**src/rtl/ycbcr_coef_loader.sv**
```systemverilog
// rtl/ycbcr_coef_loader.sv - fetches a block of coefficient bytes from RAM and commits them atomically
//
// Purpose: on start, read NUM_COEF consecutive bytes from a synchronous-read
// coefficient RAM starting at base_addr (address wraps modulo 2^ADDR_W), collect
// them in shadow registers, then publish the whole set on coef_bus in a single edge.
//
// Ports:
//   clk        - clock, rising edge
//   rst        - asynchronous active-high reset
//   start      - load request (ignored while busy)
//   base_addr  - RAM address of coefficient 0, sampled with start
//   ram_raddr  - RAM read address (holds last value while ram_re=0)
//   ram_re     - RAM read enable
//   ram_rdata  - RAM read data, one cycle after the address edge
//   busy       - load in progress
//   done       - one-cycle completion pulse
//   coef_valid - coef_bus holds a committed set
//   coef_bus   - committed coefficients, coefficient i at [DATA_W*i +: DATA_W]

module ycbcr_coef_loader #(
   parameter int NUM_COEF = 9,
   parameter int ADDR_W   = 9,
   parameter int DATA_W   = 8
) (
   input  logic                       clk,
   input  logic                       rst,
   input  logic                       start,
   input  logic [ADDR_W-1:0]          base_addr,
   output logic [ADDR_W-1:0]          ram_raddr,
   output logic                       ram_re,
   input  logic [DATA_W-1:0]          ram_rdata,
   output logic                       busy,
   output logic                       done,
   output logic                       coef_valid,
   output logic [NUM_COEF*DATA_W-1:0] coef_bus
);

   localparam int IDX_W = (NUM_COEF > 1) ? $clog2(NUM_COEF) : 1;
   localparam logic [IDX_W-1:0] LAST_IDX = IDX_W'(NUM_COEF - 1);

   typedef enum logic [1:0] {
      IDLE   = 2'd0,
      FETCH  = 2'd1,
      DRAIN  = 2'd2,
      COMMIT = 2'd3
   } state_t;

   state_t                      state_q, state_d;
   logic [IDX_W-1:0]            idx_q, idx_d;
   logic [ADDR_W-1:0]           base_q, base_d;
   logic [ADDR_W-1:0]           raddr_q, raddr_d;
   logic                        done_q, done_d;
   logic                        valid_q, valid_d;
   logic [NUM_COEF*DATA_W-1:0]  bus_q;
   logic [DATA_W-1:0]           shadow_q [NUM_COEF];
   logic [ADDR_W-1:0]           fetch_addr;

   // Natural overflow of the ADDR_W-bit sum gives the modulo-2^ADDR_W wrap.
   assign fetch_addr = base_q + ADDR_W'(idx_q);

   always_comb begin
      state_d = state_q;
      idx_d   = idx_q;
      base_d  = base_q;
      raddr_d = raddr_q;
      done_d  = 1'b0;
      valid_d = valid_q;
      case (state_q)
         IDLE: begin
            if (start) begin
               base_d  = base_addr;
               idx_d   = '0;
               state_d = FETCH;
            end
         end
         FETCH: begin
            raddr_d = fetch_addr;
            if (idx_q == LAST_IDX) begin
               state_d = DRAIN;
            end else begin
               idx_d = idx_q + 1'b1;
            end
         end
         DRAIN: begin
            state_d = COMMIT;
         end
         COMMIT: begin
            done_d  = 1'b1;
            valid_d = 1'b1;
            state_d = IDLE;
         end
         default: begin
            state_d = IDLE;
         end
      endcase
   end

   always_ff @(posedge clk or posedge rst) begin
      if (rst) begin
         state_q <= IDLE;
         idx_q   <= '0;
         base_q  <= '0;
         raddr_q <= '0;
         done_q  <= 1'b0;
         valid_q <= 1'b0;
         bus_q   <= '0;
         for (int i = 0; i < NUM_COEF; i++) begin
            shadow_q[i] <= '0;
         end
      end else begin
         state_q <= state_d;
         idx_q   <= idx_d;
         base_q  <= base_d;
         raddr_q <= raddr_d;
         done_q  <= done_d;
         valid_q <= valid_d;
         // In FETCH with index k>0 the RAM is returning the byte for address k-1;
         // the final byte arrives during DRAIN.
         if (state_q == FETCH && idx_q != '0) begin
            shadow_q[idx_q - 1'b1] <= ram_rdata;
         end
         if (state_q == DRAIN) begin
            shadow_q[NUM_COEF-1] <= ram_rdata;
         end
         if (state_q == COMMIT) begin
            for (int i = 0; i < NUM_COEF; i++) begin
               bus_q[DATA_W*i +: DATA_W] <= shadow_q[i];
            end
         end
      end
   end

   // While fetching, present the live address; otherwise hold the last one issued.
   assign ram_raddr  = (state_q == FETCH) ? fetch_addr : raddr_q;
   assign ram_re     = (state_q == FETCH);
   assign busy       = (state_q != IDLE);
   assign done       = done_q;
   assign coef_valid = valid_q;
   assign coef_bus   = bus_q;

endmodule

```
**config.mk**
```make
export PLATFORM = sky130hd
export DESIGN_NAME = ycbcr_coef_loader
export DESIGN_NICKNAME = d
export VERILOG_FILES = /design/src/rtl/ycbcr_coef_loader.sv
export SDC_FILE = /design/constraint.sdc
export NUM_CORES = 1
export LEC_CHECK = 0
export ABC_AREA = 1
export BUFFER_PORTS_ARGS = -buffer_cell sky130_fd_sc_hd__buf_2
export CORE_MARGIN = 2
export CORE_UTILIZATION = 47
export CTS_BUF_LIST = sky130_fd_sc_hd__clkbuf_4 sky130_fd_sc_hd__clkbuf_8
export CTS_CLUSTER_DIAMETER = 40
export DETAILED_ROUTE_END_ITERATION = 12
export PLACE_DENSITY = 0.68
export SETUP_SLACK_MARGIN = 0.05
export SYNTH_ARGS = -nofsm -noshare
export SYNTH_HDL_FRONTEND = slang
export SYNTH_SLANG_ARGS = --single-unit
```
**constraint.sdc**
```tcl
create_clock -name clk -period 6.4 [get_ports clk]
set_clock_uncertainty 0.05 [all_clocks]
set_input_delay 0.64 -clock clk [delete_from_list [all_inputs] [get_ports clk]]
set_output_delay 0.64 -clock clk [all_outputs]
set_load 0.01 [all_outputs]
```
==> reports/qor.csv <==
stage,metric,value,unit
worst_setup_path,worstReg2RegStart,state_q[1],
timing,period_share,0.5017,
worst_setup_path,r2r_cells,7,
status,outcome,finished clean,
timing,rsz0062_at_grt,false,
floorplan,rows,44,
worst_setup_path,crit_required,5710,ps
global_route,grt_pass1_vias,5396,
floorplan,core_area,14590,um^2
final_layout,fin_cells,1085,
timing,setup_viol,0,
worst_setup_path,crit_arrival,2520,ps
worst_setup_path,slowest_stage,fa_1,
route,post_drt_wl_per_cell,14.20,um
worst_setup_path,startpoint_type,register,
worst_setup_path,critical_path_class,reg -> out,
clock_tree,clock_latency,450,ps
timing,fin_crit,3211,ps
clock_tree,cts_tree,built,
clock_tree,cts-htree-levels,4,
clock_tree,clockBufferDepth,2,
worst_setup_path,cp-end-kind,output port,
clock_tree,cts_setup_buffers,0,
yosys,netlist_area,7042,um^2
floorplan,die_area,15980,um^2
placement,dp.cells,1053,
global_route,overflow,0,
final_layout,final_nets,923,
global_route,grt_max_degree,95,
yosys,ys_types,27,
route,finalWirelength,15.41,mm
worst_setup_path,slowest_delay,480,ps
placement,finalWeightedCongestion,0.7740,
final_layout,fillers,1364,
yosys,synth-seq-cells,170,
worst_setup_path,rr_endpoint,shadow_q[49],
clock_tree,root_buffer,clkbuf_8,
timing,whs,268.0,ps
pwr,irDropWorstVdd,0.2888,mV
final_layout,diodes,0,
placement,dp_hpwl,10.03,mm
route,num_vias,5433,
pwr,p_leak,4.225,nW
timing,tightest_slew,937.1,ps
placement,postPlaceCellArea,7642,um^2
yosys,syn-instance-count,799,
placement,portBuffers,104,
clock_tree,cts_hold_buf,0,
route,drc,0,
clock_tree,cts-resized-gates,0,
global_route,grt_usage,0.2059,
route,ant_nets,0,
yosys,synth-warning-count,0,
min_path,hold_path.class,in -> async,
timing,hold_violations,0,
worst_setup_path,reg2reg_slack,3710,ps
clock_tree,clk_pin_slew_worst_paths,80,ps
timing,fmax,0.3114,GHz
floorplan,dieHeight,126.4,um
final_layout,fin_area,8149,um^2
global_route,grt_pass1_wl,26.34,mm
floorplan,boundaryPins,105,
final_layout,post-route-util,0.5586,
yosys,synth_nets,834,
yosys,seq_area_frac_synth,0.6041,
route,drt_iter0_drc,383,
timing,tns,0,ps
clock_tree,cts.sinks,170,
yosys,syn_area_per_cell,8.813,um^2
final_layout,multi_input_area,2527,um^2
route,via_per_inst,5.007,
floorplan,die_w,126.4,um
pwr,power.density,524.6,nW/um^2
worst_setup_path,cp_max_fo,7,
worst_setup_path,path_cells,inv_1 -> fa_1 -> o21ai_0 -> nand3_1 -> nand3_1 -> nand2_1 -> buf_2,
final_layout,final-seq-area,4254,um^2
clock_tree,numCtsBuffers,17,
final_layout,synthToLayoutAreaGrowth,15.73,%
route,first_pass_iters,5,
timing,maxSlewViolCount,0,
global_route,antenna_found_initial,0,
final_layout,drive_above_1_share,0.1776,
floorplan,initial_utilization,0.4827,
worst_setup_path,critPathMostFrequentCell,nand3_1,
timing,relSlewSlack,0.3752,
job,drv_cap,0,
critical path: cells and delay by family (launching register included):
kind	cells	cell delay, ps
fa+ha+maj	1	480
compound gates	1	460
flops	1	430
simple gates	3	390
buf+inv	2	310
placed cells by master (no fill, tap or decap), drive strengths merged:
| cell | n |
|---|---|
| a31oi | 1 |
| dfrtp | 170 |
| nand3 | 86 |
| xor2 | 2 |
| clkbuf | 20 |
| clkinvlp | 2 |
| ha | 14 |
| nand2 | 416 |
| inv | 20 |
| buf | 107 |
| a21oi | 7 |
| bufinv | 7 |
| xnor2 | 1 |
| nand3b | 2 |
| nor2 | 17 |
| or2 | 4 |
| nand4 | 3 |
| nor3 | 1 |
| mux2 | 5 |
| o21ai | 9 |
| clkinv | 5 |
| fa | 1 |
| and2 | 1 |
power breakdown:
part	internal [mW]	switching, mW
logic	0.557	0.985
clock network	0.561	0.381
registers	1.54	0.253
total	2.65	1.62
cells by family after synthesis:
group	Yosys count	synth area share
buffers and inverters	59	0.03731
AO/OA/AOI/OAI	17	0.01226
AND/OR/NAND/NOR	530	0.3058
multiplexers	5	0.007995
flip-flops	170	0.6041
adder cells (fa/ha/maj)	15	0.02772
XOR/XNOR	3	0.004799
area by class of cell:
class,instances,area share
clock buffer,20,0.03224
sequential,170,0.5220
timing repair buffer,107,0.06664
multi-input combinational,570,0.3101
inverter,22,0.01075
tap,184,0.02825
clock inverter,12,0.02994
sequential cells by signal, indices dropped and copies added, names as in the netlist:
| signal | count |
|---|---|
| shadow_q | 72 |
| state_q | 2 |
| base_q | 9 |
| idx_q | 4 |
| done | 1 |
| raddr_q | 9 |
| coef_valid | 1 |
| coef_bus | 72 |
Yosys cell counts, drive strengths merged:
cell type / count / area [um^2]
fa: 1 / 20.02
and2: 1 / 6.260
clkinv: 2 / 7.510
buf: 20 / 116.4
xor2: 2 / 17.52
dfrtp: 170 / 4254
ha: 14 / 175.2
mux2: 5 / 56.30
inv: 20 / 75.07
or2: 4 / 25.02
nor2: 17 / 86.33
clkbuf: 17 / 63.81
nor3: 1 / 5.000
xnor2: 1 / 16.27
nand4: 3 / 18.77
nand3: 86 / 430.4
nand2: 416 / 1567
o21ai: 9 / 45.04
nand3b: 2 / 15.01
a21oi: 7 / 35.03
a31oi: 1 / 6.260
stage by stage:
stage / total power [mW] / worst slack, ps
floorplan: 2.838 / 1107
global placement: 3.334 / 3714
detailed placement: 3.375 / 3682
CTS: 4.317 / 3177
global route: 4.634 / 2943
finish: 4.275 / 3189
worst max-delay path by stage:
stage | startpoint | to | slack [ps] | cells after the start
after detailed placement | idx_q[1] | ram_raddr[6] | 3680 | 7
final | idx_q[1] | ram_raddr[6] | 3190 | 7
after global placement | idx_q[1] | ram_raddr[4] | 3710 | 7
after floorplan | rst | base_q[0] | 1110 | 1
after global routing | idx_q[1] | ram_raddr[6] | 2940 | 7
after CTS | idx_q[1] | ram_raddr[6] | 3180 | 7
routing by layer:
metal / GRT usage / up-vias / part of all wire
met5: 0 / - / 0
met4: 0.08145 / 0 / 0.020
met3: 0.04260 / 19 / 0.049
met2: 0.3372 / 123 / 0.47
met1: 0.2705 / 2606 / 0.46
li1: - / 2685 / -
No activity file was read; power rests on OpenSTA's default activity.
